**config.mk**
```make
export PLATFORM = sky130hd
export DESIGN_NAME = aes_round_sequencer
export DESIGN_NICKNAME = d
export VERILOG_FILES = /design/src/rtl/aes_round_sequencer.sv
export SDC_FILE = /design/constraint.sdc
export NUM_CORES = 1
export LEC_CHECK = 0
export CAP_MARGIN = 20
export CORE_AREA = 4 4 351 353
export DETAILED_ROUTE_END_ITERATION = 8
export DIE_AREA = 0 0 355 357
export MAX_ROUTING_LAYER = met4
export SLEW_MARGIN = 25
export SYNTH_ARGS = -nofsm -noshare
export SYNTH_HDL_FRONTEND = slang
export SYNTH_SLANG_ARGS = --single-unit
export TNS_END_PERCENT = 100
```
**constraint.sdc**
```tcl
create_clock -name clock -period 1.9 [get_ports clock]
set_input_delay 0.475 -clock clock [delete_from_list [all_inputs] [get_ports clock]]
set_output_delay 0.475 -clock clock [all_outputs]
set_load 0.02 [all_outputs]
```
**src/rtl/aes_round_sequencer.sv**
```systemverilog
// AES-128 round sequencer: accepts a block and key, steps an external round
// datapath NR times, then holds the ciphertext until the consumer takes it.
module aes_round_sequencer #(
    parameter int unsigned NR = 10
) (
    input  logic         clock,
    input  logic         reset,
    input  logic         in_valid,
    output logic         in_ready,
    input  logic [127:0] data_in,
    input  logic [127:0] key_in,
    output logic         out_valid,
    input  logic         out_ready,
    output logic [127:0] data_out,
    output logic [127:0] dp_state,
    output logic [127:0] dp_key,
    output logic [7:0]   dp_rcon,
    output logic         dp_final,
    input  logic [127:0] dp_state_nxt,
    input  logic [127:0] dp_key_nxt,
    output logic [3:0]   round_out,
    output logic         busy
);

    typedef enum logic [1:0] {
        IDLE,
        ROUND,
        DONE
    } state_t;

    localparam logic [3:0] LAST = 4'(NR);

    state_t       state;
    state_t       state_nxt;
    logic         accept;
    logic         advance;
    logic [127:0] st_reg;
    logic [127:0] key_reg;
    logic [7:0]   rcon;
    logic [3:0]   round;

    function automatic logic [7:0] xtime(input logic [7:0] b);
        return {b[6:0], 1'b0} ^ (b[7] ? 8'h1B : 8'h00);
    endfunction

    always_ff @(posedge clock) begin
        if (reset) begin
            state <= IDLE;
        end else begin
            state <= state_nxt;
        end
    end

    always_comb begin
        state_nxt = state;
        accept    = 1'b0;
        advance   = 1'b0;
        case (state)
            IDLE: begin
                if (in_valid) begin
                    accept    = 1'b1;
                    state_nxt = ROUND;
                end
            end
            ROUND: begin
                advance = 1'b1;
                if (round == LAST) begin
                    state_nxt = DONE;
                end
            end
            DONE: begin
                if (out_ready) begin
                    state_nxt = IDLE;
                end
            end
            default: state_nxt = IDLE;
        endcase
    end

    always_ff @(posedge clock) begin
        if (reset) begin
            st_reg  <= '0;
            key_reg <= '0;
            round   <= '0;
            rcon    <= 8'h01;
        end else if (accept) begin
            st_reg  <= data_in ^ key_in;
            key_reg <= key_in;
            round   <= 4'd1;
            rcon    <= 8'h01;
        end else if (advance) begin
            st_reg  <= dp_state_nxt;
            key_reg <= dp_key_nxt;
            rcon    <= xtime(rcon);
            // Counter saturates outside 1..NR so it can never wrap back into range.
            if (round >= 4'd1 && round <= LAST) begin
                round <= round + 4'd1;
            end
        end
    end

    assign in_ready  = (state == IDLE);
    assign out_valid = (state == DONE);
    assign busy      = (state == ROUND);
    assign dp_final  = (state == ROUND) && (round == LAST);
    assign data_out  = st_reg;
    assign dp_state  = st_reg;
    assign dp_key    = key_reg;
    assign dp_rcon   = rcon;
    assign round_out = round;

endmodule

```
# --- Yosys cells after proc, flatten, opt, wreduce, memory -nomap -nowiden ---
# Index checks and enable logic that the tools add are counted.
word_totals:
  word_cells: 41
  output_inout_bits: 400
  regBits: 270
  inputBits: 516
classes:
  bitwise: 2
  n_eq_ne: 6
  reduce_logical: 9
  n_lt_le_gt_ge: 2
  add_sub_neg: 1
  mux: 15
op_table:
  columns: ["cell", "count"]
  rows:
  - ["128-bit two-way mux", 4]
  - ["128-bit XOR", 1]
  - ["8-bit by 5-bit XOR with 8-bit output", 1]
  - ["1-bit two-way mux", 6]
  - ["2-bit two-way mux", 3]
  - ["2-bit one-hot mux with 3 select lines", 1]
  - ["5-bit two-way mux", 1]
  - ["4-bit by 1-bit adder with 4-bit output, second input constant", 1]
  - ["4-bit equality test, second input constant", 1]
  - ["4-bit by 1-bit greater-or-equal comparator with 1-bit output, second input constant", 1]
  - ["4-bit <= comparator, second input constant", 1]
  - ["2-bit by 1-bit inequality test with 1-bit output, second input constant", 2]
  - ["2-bit AND reduction", 2]
  - ["2-bit nonzero test", 2]
  - ["3-bit AND reduction", 1]
  - ["2-bit by 1-bit equality test with 1-bit output, second input constant", 1]
  - ["2-bit equality test, second input constant", 1]
  - ["1-bit logical AND", 2]
  - ["2-bit logical NOT", 1]
  - ["2-bit inequality test, second input constant", 1]
  - ["2-bit OR reduction", 1]

# --- Longest topological paths before layout ---
# Gate-level depths: netlist (run 1).
depth:
  word_depth: 5
  mapped_depth: 8
  mapped_depth_nobuf: 6

# --- Worst setup path before layout (run 1) ---
# Ideal clock, no wire load.
synth_timing:
  kind: "reg2out"
  startpoint: "register state[0]"
  endpoint: "output port dp_final"
  arrival_time_ns: 1.217
  path_stages_with_launch: 5
  path_slack_ns: 0.208
  path_buffers: 2
  required_ns: 1.425
  cell_sequence: "dfxtp_1 buf_4 buf_2 nand4b_1 nor2_1"
synth_between:
  elab_chain_len: 2
synth_rtl:
  columns: ["item", "line", "text"]
  rows:
  - ["start, declared", "33", "state_t state;"]
  - ["start signal, assigned", "50", "state <= state_nxt;"]
  - ["2-bit by 1-bit equality test with 1-bit output", "105", "assign dp_final = (state == ROUND) && (round == LAST);"]
  - ["1-bit logical AND", "105", null]
  - ["end, declared", "18", "output logic dp_final,"]
# No other way between the ends.

# --- Worst setup path after layout (run 1) ---
layout_timing:
  startpoint: "register round[1], in the netlist round_out[1]"
  endpoint: "output port dp_final"
layout_between:
  elab_chain_len: 2
layout_rtl:
  columns: ["item", "line", "text"]
  rows:
  - ["start, declared", "40", "logic [3:0] round;"]
  - ["start signal, assigned", "97", "round <= round + 4'd1;"]
  - ["4-bit equality test", "105", null]
  - ["1-bit logical AND", "105", null]
# No other way between the ends.

==> results.ini, run 1 <==
[outcome]
status = complete, but fails checks
violations = negative setup slack

[finish]
drive_above_1_share = 0.173
finalNetCount = 3223
layout-area-overhead-vs-synth_pct = 73.2
fillers = 13200
seqCellArea_um2 = 5430
multi_input_area_um2 = 8420

[synthesis]
yosysWarnings = 0
syn_nets = 2410
yosysSeqAreaShare = 0.337
ys_ff_latch = 270
avgSynthCellArea_um2 = 8.49
synthesis.instances = 1890
ys_types = 36
syn_area_um2 = 16000

[global_routing]
antenna_found_initial = 40
grt_pass1_wl_um = 126000
first_global_vias = 16300
grtUsageTotal = 0.143
grt_overflow = 0
grt_max_degree = 130

[clocking]
htree_levels = 2
insertion_delay_ns = 0.57
clockRootBuffer = clkbuf_16
clk_pin_slew_ns = 0.06
cts_hold_buf = 0
cts_num_sinks = 270
cts_buffer_depth = 3
cts_buffers = 36
tritoncts = built

[drt]
antenna_left = 0
wl_um = 94000
drc = 0
wire_per_inst_um = 21.6
first_pass_iters = 6
vias = 16400
first_iter_violations = 847
routed_via_density = 3.76

[setup_path]
worstSetupStartpoint = round_out[1]$_SDFFE_PP0P_
worstPathMaxFanout = 6
worstSetupPathType = reg -> out
rr_worst_depth = 8
rr_endpoint = data_out[36]$_SDFFE_PP0P_
worstPathArrival_ns = 1.58
reg2reg_slack_ns = 0.14
required_ns = 1.42
worstSetupEndpointType = output pin
startpoint_type = flop
rr_startpoint = state[0]$_SDFFE_PP0P_
critPathCapture = dp_final

[sta]
worstMarginPinSlew_ns = 0.804
final_hold_viol_count = 0
fin_ws_ns = -0.155
maxSlewHeadroom = 0.464
period_minus_slack_ns = 2.05
tns_ns = -0.155
fmax_mhz = 487
skew_ns = 0.0144
finalMaxSlewViolations = 0
period_share = 1.08
setup_viol = 1
grt_setup_unrepaired = yes

[floorplanning]
rows = 127
initial_core_util = 0.134
dieArea_um2 = 127000
design.core.area_um2 = 120000
die_h_um = 357
ios = 916
die_w_um = 355

[power_and_ir_drop]
powerDensity_nw_per_um2 = 698
vdd_ir_drop_max_mv = 0.389
leakage_nw = 12.0

[place]
port_buffers = 915
dp_slack_ns = -0.247
hpwl_um = 76700
gp_congestion = 0.904

[min_path]
worstHoldPathType = in -> reg

[job]
cap_violations = 0

per-layer routing:
metal | global-route usage | part of all wire
met1 | 0.174 | 0.42
met2 | 0.230 | 0.47
met3 | 0.0442 | 0.085
met4 | 0.0370 | 0.025
met5 | - | 0
cells in the mapped netlist:
cell,number,area share
clkinv_4,1,0.00055
xnor2_1,3,0.0016
xor2_1,128,0.070
buf_4,132,0.062
and2_1,1,0.00039
nor2_1,266,0.062
a211oi_1,4,0.0019
a2bb2oi_1,8,0.0044
or4_1,1,0.00047
or2_1,1,0.00039
a21oi_1,7,0.0022
nand2_1,139,0.033
nand4b_1,1,0.00055
o21bai_1,1,0.00047
buf_2,75,0.023
o41ai_1,1,0.00055
inv_1,133,0.031
buf_1,1,0.00023
nand2b_4,2,0.0017
o21a_1,1,0.00047
buf_6,4,0.0028
nor3_2,100,0.062
clkbuf_1,51,0.012
nand3_1,1,0.00031
a2bb2oi_2,120,0.11
o31ai_1,1,0.00047
ha_1,4,0.0031
dfxtp_1,270,0.34
nor2b_1,131,0.051
o21ai_0,130,0.041
o41a_1,1,0.00070
a22oi_1,128,0.060
nand3b_1,1,0.00047
buf_8,11,0.010
nor3_1,30,0.0094
a41oi_1,1,0.00055
final cells by class:
cell class	count	area share
Inverter	134	0.0183
Timing Repair Buffer	1049	0.368
Sequential cell	270	0.195
Multi-Input combinational cell	1212	0.303
Tap cell	1612	0.0726
Clock buffer	51	0.0385
Antenna cell	15	0.00135
Clock inverter	12	0.00266
power by group:
group / switching (mW) / internal (mW)
Sequential: 0.385 / 6.15
Combinational: 3.09 / 2.94
Clock: 2.90 / 3.92
Total: 6.38 / 13.0
state kept, by name, indices dropped and copies added (netlist names):
| register | flops |
|---|---|
| data_out | 128 |
| dp_key | 128 |
| dp_rcon | 8 |
| round_out | 4 |
| state | 2 |
stage by stage:
step	hold slack [ns]	utilization	cell area [um2]	instances	total power, mW
floorplan	0.542	-	16000	1890	9.73
global placement	0.454	0.224	26800	4265	13.1
detailed placement	0.464	0.224	26800	4265	13.2
CTS	0.204	0.231	27700	4338	19.8
global route	0.223	0.232	27800	4354	20.4
finish	0.249	0.232	27800	4355	19.4
kinds of logic after synthesis:
logic type / share of synthesized area
and+or+nand+nor: 0.222
xor gates and xnor gates: 0.0715
adders and majority gates: 0.00312
DFF: 0.337
buffers and inverters: 0.142
AOI/OAI and AO/OA: 0.224
worst min-delay path by stage:
stage,start,end,cells after the start
3_3_place_gp,dp_rcon[5]$_SDFFE_PP0P_,dp_rcon[6]$_SDFFE_PP0P_,2
6_report,reset,data_out[103]$_SDFFE_PP0P_,2
4_1_cts,reset,data_out[103]$_SDFFE_PP0P_,2
5_1_grt,reset,data_out[112]$_SDFFE_PP0P_,2
3_5_place_dp,dp_rcon[5]$_SDFFE_PP0P_,dp_rcon[6]$_SDFFE_PP0P_,2
2_1_floorplan,dp_rcon[5]$_SDFFE_PP0P_,dp_rcon[6]$_SDFFE_PP0P_,2
placed cells by master, fill, tap and decap left out, types with 2 or more instances in the layout:
master and count:
clkbuf_16 39, clkbuf_2 2, a21oi_1 7, ha_1 3, nand2b_4 2, clkinv_4 4, a2bb2oi_1 8, clkdlybuf4s15_1 16
nor3_2 100, nor3_1 30, clkinv_2 8, buf_6 7, xnor2_1 3, clkdlybuf4s15_2 26, nor2_4 3, a211oi_1 4
clkdlybuf4s50_1 514, dfxtp_4 3, a2bb2oi_2 120, nand2_1 139, dfxtp_2 9, xor2_1 128, buf_4 100, clkbuf_8 7
inv_1 132, nor2_1 263, buf_12 34, a22oi_1 128, clkbuf_1 6, diode_2 15, dfxtp_1 258, dlygate4sd2_1 347
nor2b_4 2, o21ai_0 130, nor2b_1 129
worst max-delay path, stage by stage (launching register included):
cell and delay (ns):
dfxtp_4 0.39, ha_4 0.14, nand4b_1 0.10, buf_6 0.15, nor2_4 0.11, buf_12 0.14
repair_timing:
item,in CTS,in global routing
setup endpoints to repair,394,38
cloned,0,1
pin swaps,1,2
buffers inserted,10,1
resized for setup,484,15
(Power assumes the default switching activity.)
==> inputs of run 2 (changes only) <==
SLEW_MARGIN = 10   (was 25)
==> results of run 2 <==
Final layout, timing and power as in run 1 (identical DEF).
